==> config.mk <==
export PLATFORM = sky130hd
export DESIGN_NAME = mc_control_flat
export DESIGN_NICKNAME = d
export VERILOG_FILES = /design/src/rtl/mc_ctrl_pkg.sv /design/src/rtl/mc_control_if.sv /design/src/rtl/mc_control.sv /design/src/flat_wrapper.sv
export SDC_FILE = /design/constraint.sdc
export NUM_CORES = 1
export LEC_CHECK = 0
export CORE_ASPECT_RATIO = 0.75
export CORE_MARGIN = 2
export CORE_UTILIZATION = 45
export CTS_CLUSTER_SIZE = 12
export DETAILED_ROUTE_END_ITERATION = 10
export PLACE_DENSITY = 0.85
export SKIP_LAST_GASP = 1
export SLEW_MARGIN = 20
export SYNTH_ARGS = -nofsm -noshare
export SYNTH_HDL_FRONTEND = slang
export SYNTH_SLANG_ARGS = --single-unit
==> constraint.sdc <==
create_clock -name clk -period 2.1 [get_ports clk]
set_clock_uncertainty 0.05 [all_clocks]
set_input_delay 0.42 -clock clk [delete_from_list [all_inputs] [get_ports clk]]
set_output_delay 0.42 -clock clk [all_outputs]
set_load 0.02 [all_outputs]
==> src/rtl/mc_ctrl_pkg.sv <==
// Shared types and encodings for the multi-cycle MIPS main control FSM.
// Covers the state enum, opcodes, ALUOp codes and the datapath mux-select codes.
package mc_ctrl_pkg;

    typedef enum logic [3:0] {
        IDLE    = 4'd0,
        FETCH   = 4'd1,
        DECODE  = 4'd2,
        MEMADR  = 4'd3,
        MEMRD   = 4'd4,
        MEMWB   = 4'd5,
        MEMWR   = 4'd6,
        EXECUTE = 4'd7,
        ALUWB   = 4'd8,
        BRANCH  = 4'd9,
        ADDIEX  = 4'd10,
        ADDIWB  = 4'd11,
        JUMP    = 4'd12
    } state_e;

    localparam logic [5:0] OP_RTYPE = 6'b000000;
    localparam logic [5:0] OP_LW    = 6'b100011;
    localparam logic [5:0] OP_SW    = 6'b101011;
    localparam logic [5:0] OP_BEQ   = 6'b000100;
    localparam logic [5:0] OP_ADDI  = 6'b001000;
    localparam logic [5:0] OP_J     = 6'b000010;

    localparam logic [1:0] ALUOP_ADD   = 2'b00;
    localparam logic [1:0] ALUOP_SUB   = 2'b01;
    localparam logic [1:0] ALUOP_FUNCT = 2'b10;

    localparam logic [1:0] SRCB_B       = 2'b00;
    localparam logic [1:0] SRCB_FOUR    = 2'b01;
    localparam logic [1:0] SRCB_IMM     = 2'b10;
    localparam logic [1:0] SRCB_IMM_SL2 = 2'b11;

    localparam logic [1:0] PCSRC_ALU    = 2'b00;
    localparam logic [1:0] PCSRC_ALUOUT = 2'b01;
    localparam logic [1:0] PCSRC_JUMP   = 2'b10;

endpackage

==> src/rtl/mc_control_if.sv <==
// Control bundle between the main control FSM (master) and the datapath (slave).
interface mc_control_if;
    logic [5:0] op;
    logic       mem_ready;
    logic       mem_read;
    logic       mem_write;
    logic       i_or_d;
    logic       ir_write;
    logic       pc_write;
    logic       branch;
    logic [1:0] pc_src;
    logic       alu_src_a;
    logic [1:0] alu_src_b;
    logic [1:0] alu_op;
    logic       reg_dst;
    logic       mem_to_reg;
    logic       reg_write;
    logic       illegal_op;
    logic       instr_done;

    modport master (
        input  op, mem_ready,
        output mem_read, mem_write, i_or_d, ir_write, pc_write, branch, pc_src,
               alu_src_a, alu_src_b, alu_op, reg_dst, mem_to_reg, reg_write,
               illegal_op, instr_done
    );

    modport slave (
        output op, mem_ready,
        input  mem_read, mem_write, i_or_d, ir_write, pc_write, branch, pc_src,
               alu_src_a, alu_src_b, alu_op, reg_dst, mem_to_reg, reg_write,
               illegal_op, instr_done
    );
endinterface

==> src/rtl/mc_control.sv <==
// Multi-cycle MIPS main control: Moore FSM whose outputs decode from state,
// with mem_ready gating the fetch/store completion strobes.
module mc_control
    import mc_ctrl_pkg::*;
(
    input  logic         clk,
    input  logic         rst,
    mc_control_if.master bus
);

    state_e     state_q, state_d;
    logic [5:0] op_q, op_d;

    // The IR may change after DECODE, so MEMADR steers on the captured opcode.
    assign op_d = (state_q == DECODE) ? bus.op : op_q;

    always_ff @(posedge clk or posedge rst) begin
        if (rst) begin
            state_q <= IDLE;
            op_q    <= 6'd0;
        end else begin
            state_q <= state_d;
            op_q    <= op_d;
        end
    end

    always_comb begin
        state_d = IDLE;
        case (state_q)
            IDLE:    state_d = FETCH;
            FETCH:   state_d = bus.mem_ready ? DECODE : FETCH;
            DECODE: begin
                case (bus.op)
                    OP_LW, OP_SW: state_d = MEMADR;
                    OP_RTYPE:     state_d = EXECUTE;
                    OP_BEQ:       state_d = BRANCH;
                    OP_ADDI:      state_d = ADDIEX;
                    OP_J:         state_d = JUMP;
                    default:      state_d = FETCH;
                endcase
            end
            MEMADR:  state_d = (op_q == OP_LW) ? MEMRD : MEMWR;
            MEMRD:   state_d = bus.mem_ready ? MEMWB : MEMRD;
            MEMWB:   state_d = FETCH;
            MEMWR:   state_d = bus.mem_ready ? FETCH : MEMWR;
            EXECUTE: state_d = ALUWB;
            ALUWB:   state_d = FETCH;
            BRANCH:  state_d = FETCH;
            ADDIEX:  state_d = ADDIWB;
            ADDIWB:  state_d = FETCH;
            JUMP:    state_d = FETCH;
            default: state_d = IDLE;
        endcase
    end

    always_comb begin
        bus.mem_read   = 1'b0;
        bus.mem_write  = 1'b0;
        bus.i_or_d     = 1'b0;
        bus.ir_write   = 1'b0;
        bus.pc_write   = 1'b0;
        bus.branch     = 1'b0;
        bus.pc_src     = PCSRC_ALU;
        bus.alu_src_a  = 1'b0;
        bus.alu_src_b  = SRCB_B;
        bus.alu_op     = ALUOP_ADD;
        bus.reg_dst    = 1'b0;
        bus.mem_to_reg = 1'b0;
        bus.reg_write  = 1'b0;
        bus.illegal_op = 1'b0;
        bus.instr_done = 1'b0;
        case (state_q)
            FETCH: begin
                bus.mem_read  = 1'b1;
                bus.alu_src_b = SRCB_FOUR;
                bus.ir_write  = bus.mem_ready;
                bus.pc_write  = bus.mem_ready;
            end
            DECODE: begin
                bus.alu_src_b = SRCB_IMM_SL2;
                case (bus.op)
                    OP_LW, OP_SW, OP_RTYPE, OP_BEQ, OP_ADDI, OP_J: ;
                    default: begin
                        bus.illegal_op = 1'b1;
                        bus.instr_done = 1'b1;
                    end
                endcase
            end
            MEMADR, ADDIEX: begin
                bus.alu_src_a = 1'b1;
                bus.alu_src_b = SRCB_IMM;
            end
            MEMRD: begin
                bus.mem_read = 1'b1;
                bus.i_or_d   = 1'b1;
            end
            MEMWB: begin
                bus.mem_to_reg = 1'b1;
                bus.reg_write  = 1'b1;
                bus.instr_done = 1'b1;
            end
            MEMWR: begin
                bus.mem_write  = 1'b1;
                bus.i_or_d     = 1'b1;
                bus.instr_done = bus.mem_ready;
            end
            EXECUTE: begin
                bus.alu_src_a = 1'b1;
                bus.alu_op    = ALUOP_FUNCT;
            end
            ALUWB: begin
                bus.reg_dst    = 1'b1;
                bus.reg_write  = 1'b1;
                bus.instr_done = 1'b1;
            end
            BRANCH: begin
                bus.alu_src_a  = 1'b1;
                bus.alu_op     = ALUOP_SUB;
                bus.pc_src     = PCSRC_ALUOUT;
                bus.branch     = 1'b1;
                bus.instr_done = 1'b1;
            end
            ADDIWB: begin
                bus.reg_write  = 1'b1;
                bus.instr_done = 1'b1;
            end
            JUMP: begin
                bus.pc_src     = PCSRC_JUMP;
                bus.pc_write   = 1'b1;
                bus.instr_done = 1'b1;
            end
            default: ;
        endcase
    end

endmodule

==> src/flat_wrapper.sv <==
// flat-port wrapper written by rule: the top's interface ports become plain ports
module mc_control_flat import mc_ctrl_pkg::*;
  (clk, rst, bus_op, bus_mem_ready, bus_mem_read, bus_mem_write, bus_i_or_d, bus_ir_write, bus_pc_write, bus_branch, bus_pc_src, bus_alu_src_a, bus_alu_src_b, bus_alu_op, bus_reg_dst, bus_mem_to_reg, bus_reg_write, bus_illegal_op, bus_instr_done);
  mc_control_if bus_i ();
  input  logic clk;
  input  logic rst;
  input wire logic [$bits(bus_i.op)-1:0] bus_op;
  input wire logic [$bits(bus_i.mem_ready)-1:0] bus_mem_ready;
  output wire logic [$bits(bus_i.mem_read)-1:0] bus_mem_read;
  output wire logic [$bits(bus_i.mem_write)-1:0] bus_mem_write;
  output wire logic [$bits(bus_i.i_or_d)-1:0] bus_i_or_d;
  output wire logic [$bits(bus_i.ir_write)-1:0] bus_ir_write;
  output wire logic [$bits(bus_i.pc_write)-1:0] bus_pc_write;
  output wire logic [$bits(bus_i.branch)-1:0] bus_branch;
  output wire logic [$bits(bus_i.pc_src)-1:0] bus_pc_src;
  output wire logic [$bits(bus_i.alu_src_a)-1:0] bus_alu_src_a;
  output wire logic [$bits(bus_i.alu_src_b)-1:0] bus_alu_src_b;
  output wire logic [$bits(bus_i.alu_op)-1:0] bus_alu_op;
  output wire logic [$bits(bus_i.reg_dst)-1:0] bus_reg_dst;
  output wire logic [$bits(bus_i.mem_to_reg)-1:0] bus_mem_to_reg;
  output wire logic [$bits(bus_i.reg_write)-1:0] bus_reg_write;
  output wire logic [$bits(bus_i.illegal_op)-1:0] bus_illegal_op;
  output wire logic [$bits(bus_i.instr_done)-1:0] bus_instr_done;
  assign bus_i.op = bus_op;
  assign bus_i.mem_ready = bus_mem_ready;
  assign bus_mem_read = bus_i.mem_read;
  assign bus_mem_write = bus_i.mem_write;
  assign bus_i_or_d = bus_i.i_or_d;
  assign bus_ir_write = bus_i.ir_write;
  assign bus_pc_write = bus_i.pc_write;
  assign bus_branch = bus_i.branch;
  assign bus_pc_src = bus_i.pc_src;
  assign bus_alu_src_a = bus_i.alu_src_a;
  assign bus_alu_src_b = bus_i.alu_src_b;
  assign bus_alu_op = bus_i.alu_op;
  assign bus_reg_dst = bus_i.reg_dst;
  assign bus_mem_to_reg = bus_i.mem_to_reg;
  assign bus_reg_write = bus_i.reg_write;
  assign bus_illegal_op = bus_i.illegal_op;
  assign bus_instr_done = bus_i.instr_done;
  mc_control u_core (.clk(clk), .rst(rst), .bus(bus_i));
endmodule
==> results of run 1 <==
==> worst reg2reg max path, delay by kind of cell (launching register included) <==
kind / cells / cell delay [ps]
AOI/OAI and AO/OA: 1 / 210
DFF: 1 / 430
buffers and inverters: 3 / 460
and+or+nand+nor: 2 / 640
==> logic make-up (layout without fill, tap and decap cells) <==
| logic type | count (synthesis) | after routing | synth area share (%) |
|---|---|---|---|
| buf+inv | 11 | 67 | 7.99 |
| mux | 7 | 7 | 9.50 |
| simple gates | 45 | 45 | 32.0 |
| flops | 10 | 10 | 30.2 |
| compound gates | 21 | 21 | 17.2 |
| xor+xnor | 3 | 3 | 3.17 |
==> state kept, by name, summed over array words and instances, names as in the netlist <==
signal and count:
u_core.op_q 6, u_core.state_q 4
==> final cells by class <==
| type | instances | share of cell area, % |
|---|---|---|
| clock buffer | 3 | 1.72 |
| inverter | 2 | 0.573 |
| multi-input combinational | 76 | 42.2 |
| sequential | 10 | 19.2 |
| tap | 22 | 2.10 |
| timing repair buffer | 62 | 34.3 |
==> how the worst max path moves through the flow <==
stage                                 from              to  slack, ps
6_report       u_core.state_q[1]$_DFF_PP0_  bus_instr_done        -40
5_1_grt        u_core.state_q[3]$_DFF_PP0_   bus_reg_write        -80
4_1_cts                          bus_op[4]  bus_instr_done        -60
3_5_place_dp                     bus_op[0]  bus_instr_done       -720
3_3_place_gp                     bus_op[0]  bus_instr_done       -670
2_1_floorplan                    bus_op[1]  bus_instr_done        160
==> timing repair <==
item,4_1_cts,5_1_grt
cloned,0,0
buffers inserted,0,2
endpoints found under the hold margin,0,0
pin swaps,5,5
endpoints found under the setup margin,18,17
resized for setup,61,33
==> where the power goes <==
group | leakage [nW] | total [mW] | switching, mW | internal (mW)
Sequential | 0.121 | 0.368 | 0.0852 | 0.283
Clock | 0.0138 | 0.138 | 0.0721 | 0.0663
Combinational | 0.490 | 1.17 | 0.603 | 0.569
Total | 0.625 | 1.68 | 0.761 | 0.918
==> placed cells by master (no fill, tap or decap), types with 2 or more instances in the layout <==
| cell type | count |
|---|---|
| buf_4 | 36 |
| clkbuf_2 | 13 |
| nor2_1 | 11 |
| dfrtp_1 | 9 |
| mux2_2 | 7 |
| nand2_1 | 6 |
| nor3_1 | 5 |
| a21oi_1 | 4 |
| buf_2 | 4 |
| nand2b_1 | 3 |
| o21ai_0 | 3 |
| o22ai_1 | 3 |
| clkbuf_4 | 3 |
| buf_6 | 3 |
| nor2_2 | 2 |
| or2_2 | 2 |
| inv_1 | 2 |
| or4_4 | 2 |
| xnor2_1 | 2 |
| nor2b_1 | 2 |
| clkdlybuf4s50_1 | 2 |
| clkdlybuf4s15_1 | 2 |
==> through the flow <==
stage	TNS [ps]	setup WS (ps)
after floorplan	0	163
after global placement	-1610	-672
after detailed placement	-2060	-719
after CTS	-87.9	-64.4
after global routing	-165	-83.0
final	-41.4	-41.4
==> routing by layer <==
layer,vias to the layer above,track usage [%],part of all wire (%)
met5,-,0,0
met4,0,16.0,1.8
met3,6,5.11,4.9
met2,48,53.4,51
met1,480,34.3,43
li1,466,-,-
==> flow_metrics.env, run 1 <==
export IMPL_hold_path_class="primary input to asynchronous set/reset pin"
export IMPL_grt_usage_pct=29.6
export IMPL_dieWidth_um=53.6
export IMPL_ant_nets=0
export IMPL_antenna_cells=0
export IMPL_clk_insertion_delay_late_ps=270
export IMPL_critPathTopFamily="compound AO/OA/AOI/OAI gates"
export IMPL_vias=1000
export IMPL_start_util_pct=47.7
export IMPL_crit_buf_inv=2
export IMPL_min_period_over_period_pct=102
export IMPL_slowest_stage="dfrtp_1"
export IMPL_yosysWarnings=0
export IMPL_cp_common_cell="buf_4"
export IMPL_worst_pin_slew_ps=379
export IMPL_synth_most_common_cell="nor2_1"
export IMPL_postSynth_asyncResetShare_pct=100
export IMPL_final_setup_viol_count=1
export IMPL_numCtsBuffers=3
export IMPL_placedCellCount=170
export IMPL_period_needed_ps=2140
export IMPL_ys_ff_latch=10
export IMPL_synth_distinct_cells=40
export IMPL_p_leak_nw=0.625
export IMPL_fmax_mhz=467
export IMPL_power_density_nw_per_um2=1280
export IMPL_whs_ps=382
export IMPL_synth_area_top_cells="dfrtp_1 (30%), mux2_2 (9.5%), nor2_1 (5.9%)"
export IMPL_required_ps=1630
export IMPL_path_cells="buf_4, nor2b_1, a21boi_0, o221ai_2, buf_4"
export IMPL_tritoncts="yes"
export IMPL_cts_max_level=1
export IMPL_rsz0062_at_grt="yes"
export IMPL_finalHoldViolCount=0
export IMPL_synth_largest_area_cell="dfrtp_1"
export IMPL_core_um2=1740
export IMPL_final_cell_area_um2=1310
export IMPL_status="finished, violations left"
export IMPL_drive_gt1_share_pct=52.9
export IMPL_slew_violations=0
export IMPL_r2r_end="u_core.state_q[1]$_DFF_PP0_"
export IMPL_synthCells=97
export IMPL_clkSinkCount=10
export IMPL_root_buffer="clkbuf_4"
export IMPL_violations="setup timing"
export IMPL_overflow=0
export IMPL_initialDrtViolationCount=27
export IMPL_gp_congestion=0.848
export IMPL_arrival_ps=1670
export IMPL_path_clk_slew_ps=70
export IMPL_dp_hpwl_um=2210
export IMPL_r2r_setup_slack_ps=260
export IMPL_via_per_inst=5.71
export IMPL_synth_top_cell_area_share_pct=30.2
export IMPL_drv_cap=0
export IMPL_stdcell_count=175
export IMPL_grt_max_degree=11
export IMPL_r2r_start="u_core.state_q[3]$_DFF_PP0_"
export IMPL_finalWorstSetupSlack_ps=-41.4
export IMPL_antenna_found_initial=0
export IMPL_ctsHoldBuffers=0
export IMPL_cts_path_max_buffers=2
export IMPL_dr_pass1_iters=5
export IMPL_rows=13
export IMPL_synth_fp_nets=106
export IMPL_crit_type="register to output port"
export IMPL_max_stage_delay_ps=420
export IMPL_synth_top_flop_cell="dfrtp_1"
export IMPL_die_area_um2=2210
export IMPL_wire_per_inst_um=16.6
export IMPL_total_power_mw=1.68
export IMPL_grt_pass1_wl_um=4460
export IMPL_io_pins=27
export IMPL_drc=0
export IMPL_cp_end_kind="output port"
export IMPL_portBuffers=26
export IMPL_slew_headroom_pct=74.4
export IMPL_cp_start_kind="register"
export IMPL_worstSetupPathDepth=5
export IMPL_syn_area_um2=830
export IMPL_first_global_vias=945
export IMPL_vdd_drop_max_mv=1.04
export IMPL_seqCellArea_um2=251
export IMPL_syn_area_per_cell_um2=8.55
export IMPL_dieHeight_um=41.2
export IMPL_routed_wl_um=2910
export IMPL_fillers=121
export IMPL_synth_edff_count=0
export IMPL_nets=164
export IMPL_synth_seq_area_share_pct=30.2
export IMPL_crit_fanout=4
export IMPL_reg2reg_depth=6
export IMPL_synth_common_cells="nor2_1 (13), dfrtp_1 (10), mux2_2 (7), nand2_1 (6)"
export IMPL_syn_to_final_growth_pct=58.1
export IMPL_final_util_pct=75.3
export IMPL_placed_cell_area_um2=1310
export IMPL_multi_input_area_um2=553
Note: power is estimated with default switching activity, not from simulation.
==> inputs of run 2 (changes only) <==
MAX_ROUTING_LAYER = met4   (was default)
==> flow_metrics.env, run 2 (same netlist as run 1, synthesis figures left out) <==
export IMPL_power_density_nw_per_um2=1290
export IMPL_fillers=120
export IMPL_crit_type="register to output port"
export IMPL_numCtsBuffers=3
export IMPL_antenna_cells=0
export IMPL_status="finished, violations left"
export IMPL_portBuffers=26
export IMPL_io_pins=27
export IMPL_rsz0062_at_grt="yes"
export IMPL_final_setup_viol_count=2
export IMPL_vdd_drop_max_mv=1.05
export IMPL_finalHoldViolCount=0
export IMPL_cp_start_kind="register"
export IMPL_top_register="u_core.op_q"
export IMPL_grt_pass1_wl_um=4510
export IMPL_tritoncts="yes"
export IMPL_worst_pin_slew_ps=382
export IMPL_cp_end_kind="output port"
export IMPL_slew_headroom_pct=74.3
export IMPL_die_area_um2=2210
export IMPL_syn_to_final_growth_pct=57.8
export IMPL_root_buffer="clkbuf_4"
export IMPL_required_ps=1630
export IMPL_grt_max_degree=11
export IMPL_dr_pass1_iters=4
export IMPL_dieWidth_um=53.6
export IMPL_cts_max_level=1
export IMPL_top_regs="u_core.op_q x6, u_core.state_q x4"
export IMPL_clkSinkCount=10
export IMPL_dp_hpwl_um=2210
export IMPL_cts_path_max_buffers=2
export IMPL_drc=0
export IMPL_overflow=0
export IMPL_grt_usage_pct=30.6
export IMPL_routed_wl_um=2930
export IMPL_drive_gt1_share_pct=52.3
export IMPL_gp_congestion=0.862
export IMPL_ant_nets=0
export IMPL_antenna_found_initial=0
export IMPL_vias=1019
export IMPL_initialDrtViolationCount=53
export IMPL_crit_fanout=4
export IMPL_min_period_over_period_pct=103
export IMPL_drv_cap=0
export IMPL_slew_violations=0
export IMPL_p_leak_nw=0.625
export IMPL_total_power_mw=1.68
export IMPL_largest_register_ffs=6
export IMPL_fmax_mhz=463
export IMPL_violations="setup timing"
export IMPL_multi_input_area_um2=551
export IMPL_start_util_pct=47.7
export IMPL_hold_path_class="primary input to asynchronous set/reset pin"
export IMPL_dieHeight_um=41.2
export IMPL_final_common_cell="buf_4"
export IMPL_via_per_inst=5.82
export IMPL_nets=164
export IMPL_first_global_vias=948
export IMPL_finalWorstSetupSlack_ps=-61.7
export IMPL_pre_cts_slack_ps=-719
export IMPL_period_needed_ps=2160
export IMPL_path_clk_slew_ps=70
export IMPL_whs_ps=382
export IMPL_rows=13
export IMPL_final_cell_mix="buf_4 (36), clkbuf_2 (13), nor2_1 (12)"
export IMPL_arrival_ps=1690
export IMPL_seqCellArea_um2=251
export IMPL_wire_per_inst_um=16.7
export IMPL_core_um2=1740
export IMPL_clk_insertion_delay_late_ps=270
run 2: cell count changes in the layout (fill, tap and decap cells not counted):
cell and delta:
nor2_1 +1, nor2_2 -1
run 2: metrics by stage:
stage | instances | utilization [%] | area, um^2 | TNS [ps]
6_report | 175 | 75.2 | 1310 | -86.0
5_1_grt | 175 | 75.2 | 1310 | -210
4_1_cts | 173 | 77.7 | 1350 | -87.9
3_5_place_dp | 170 | 75.5 | 1310 | -2060
3_3_place_gp | 170 | 75.5 | 1310 | -1610
2_1_floorplan | 97 | - | 830 | 0
run 2: repair_timing:
item                       CTS  global route
gates cloned                 0             0
hold buffers                 0             0
hold endpoints to repair     0             0
setup endpoints to repair   18            17
pin swaps                    5             5
gates resized for setup     61            32
buffers inserted             0             2
run 2: path summary, 6_finish.rpt:
path	from	slack (ps)	endpoint	depth (start not counted)
setup / recovery	u_core.state_q[1]$_DFF_PP0_	-60	bus_instr_done	5
hold / removal	rst	380	u_core.op_q[4]$_DFFE_PP0P_	2
setup reg to reg	u_core.state_q[3]$_DFF_PP0_	240	u_core.state_q[1]$_DFF_PP0_	6
hold reg to reg	u_core.op_q[2]$_DFFE_PP0P_	460	u_core.op_q[2]$_DFFE_PP0P_	1
max in group asynchronous	rst	1320	u_core.state_q[0]$_DFF_PP0_	2
min in group clk	u_core.op_q[2]$_DFFE_PP0P_	460	u_core.op_q[2]$_DFFE_PP0P_	1
run 2: area by class of cell:
class	count	area share (%)
Multi-Input combinational cell	76	42.1
Timing Repair Buffer	62	34.3
Sequential cell	10	19.2
Tap cell	22	2.10
Clock buffer	3	1.72
Inverter	2	0.574
run 2: worst max-delay path, stage by stage (launching register included):
cell and delay, ps:
dfrtp_1 430, buf_4 160, nor2b_1 140, a21boi_0 340
o221ai_2 170, buf_4 180
run 2: routing by layer:
metal / wire (um) / up-vias / global-route usage [%]
li1: - / 462 / -
met1: 1210 / 501 / 35.6
met2: 1510 / 52 / 54.3
met3: 174 / 4 / 4.01
met4: 36 / 0 / 13.5
met5: 0 / - / -
run 2: report_power, final:
group | switching (mW) | internal (mW) | total, mW | leakage (nW)
Combinational | 0.605 | 0.568 | 1.17 | 0.490
Clock | 0.0735 | 0.0663 | 0.140 | 0.0138
Sequential | 0.0863 | 0.283 | 0.369 | 0.121
Total | 0.765 | 0.918 | 1.68 | 0.625
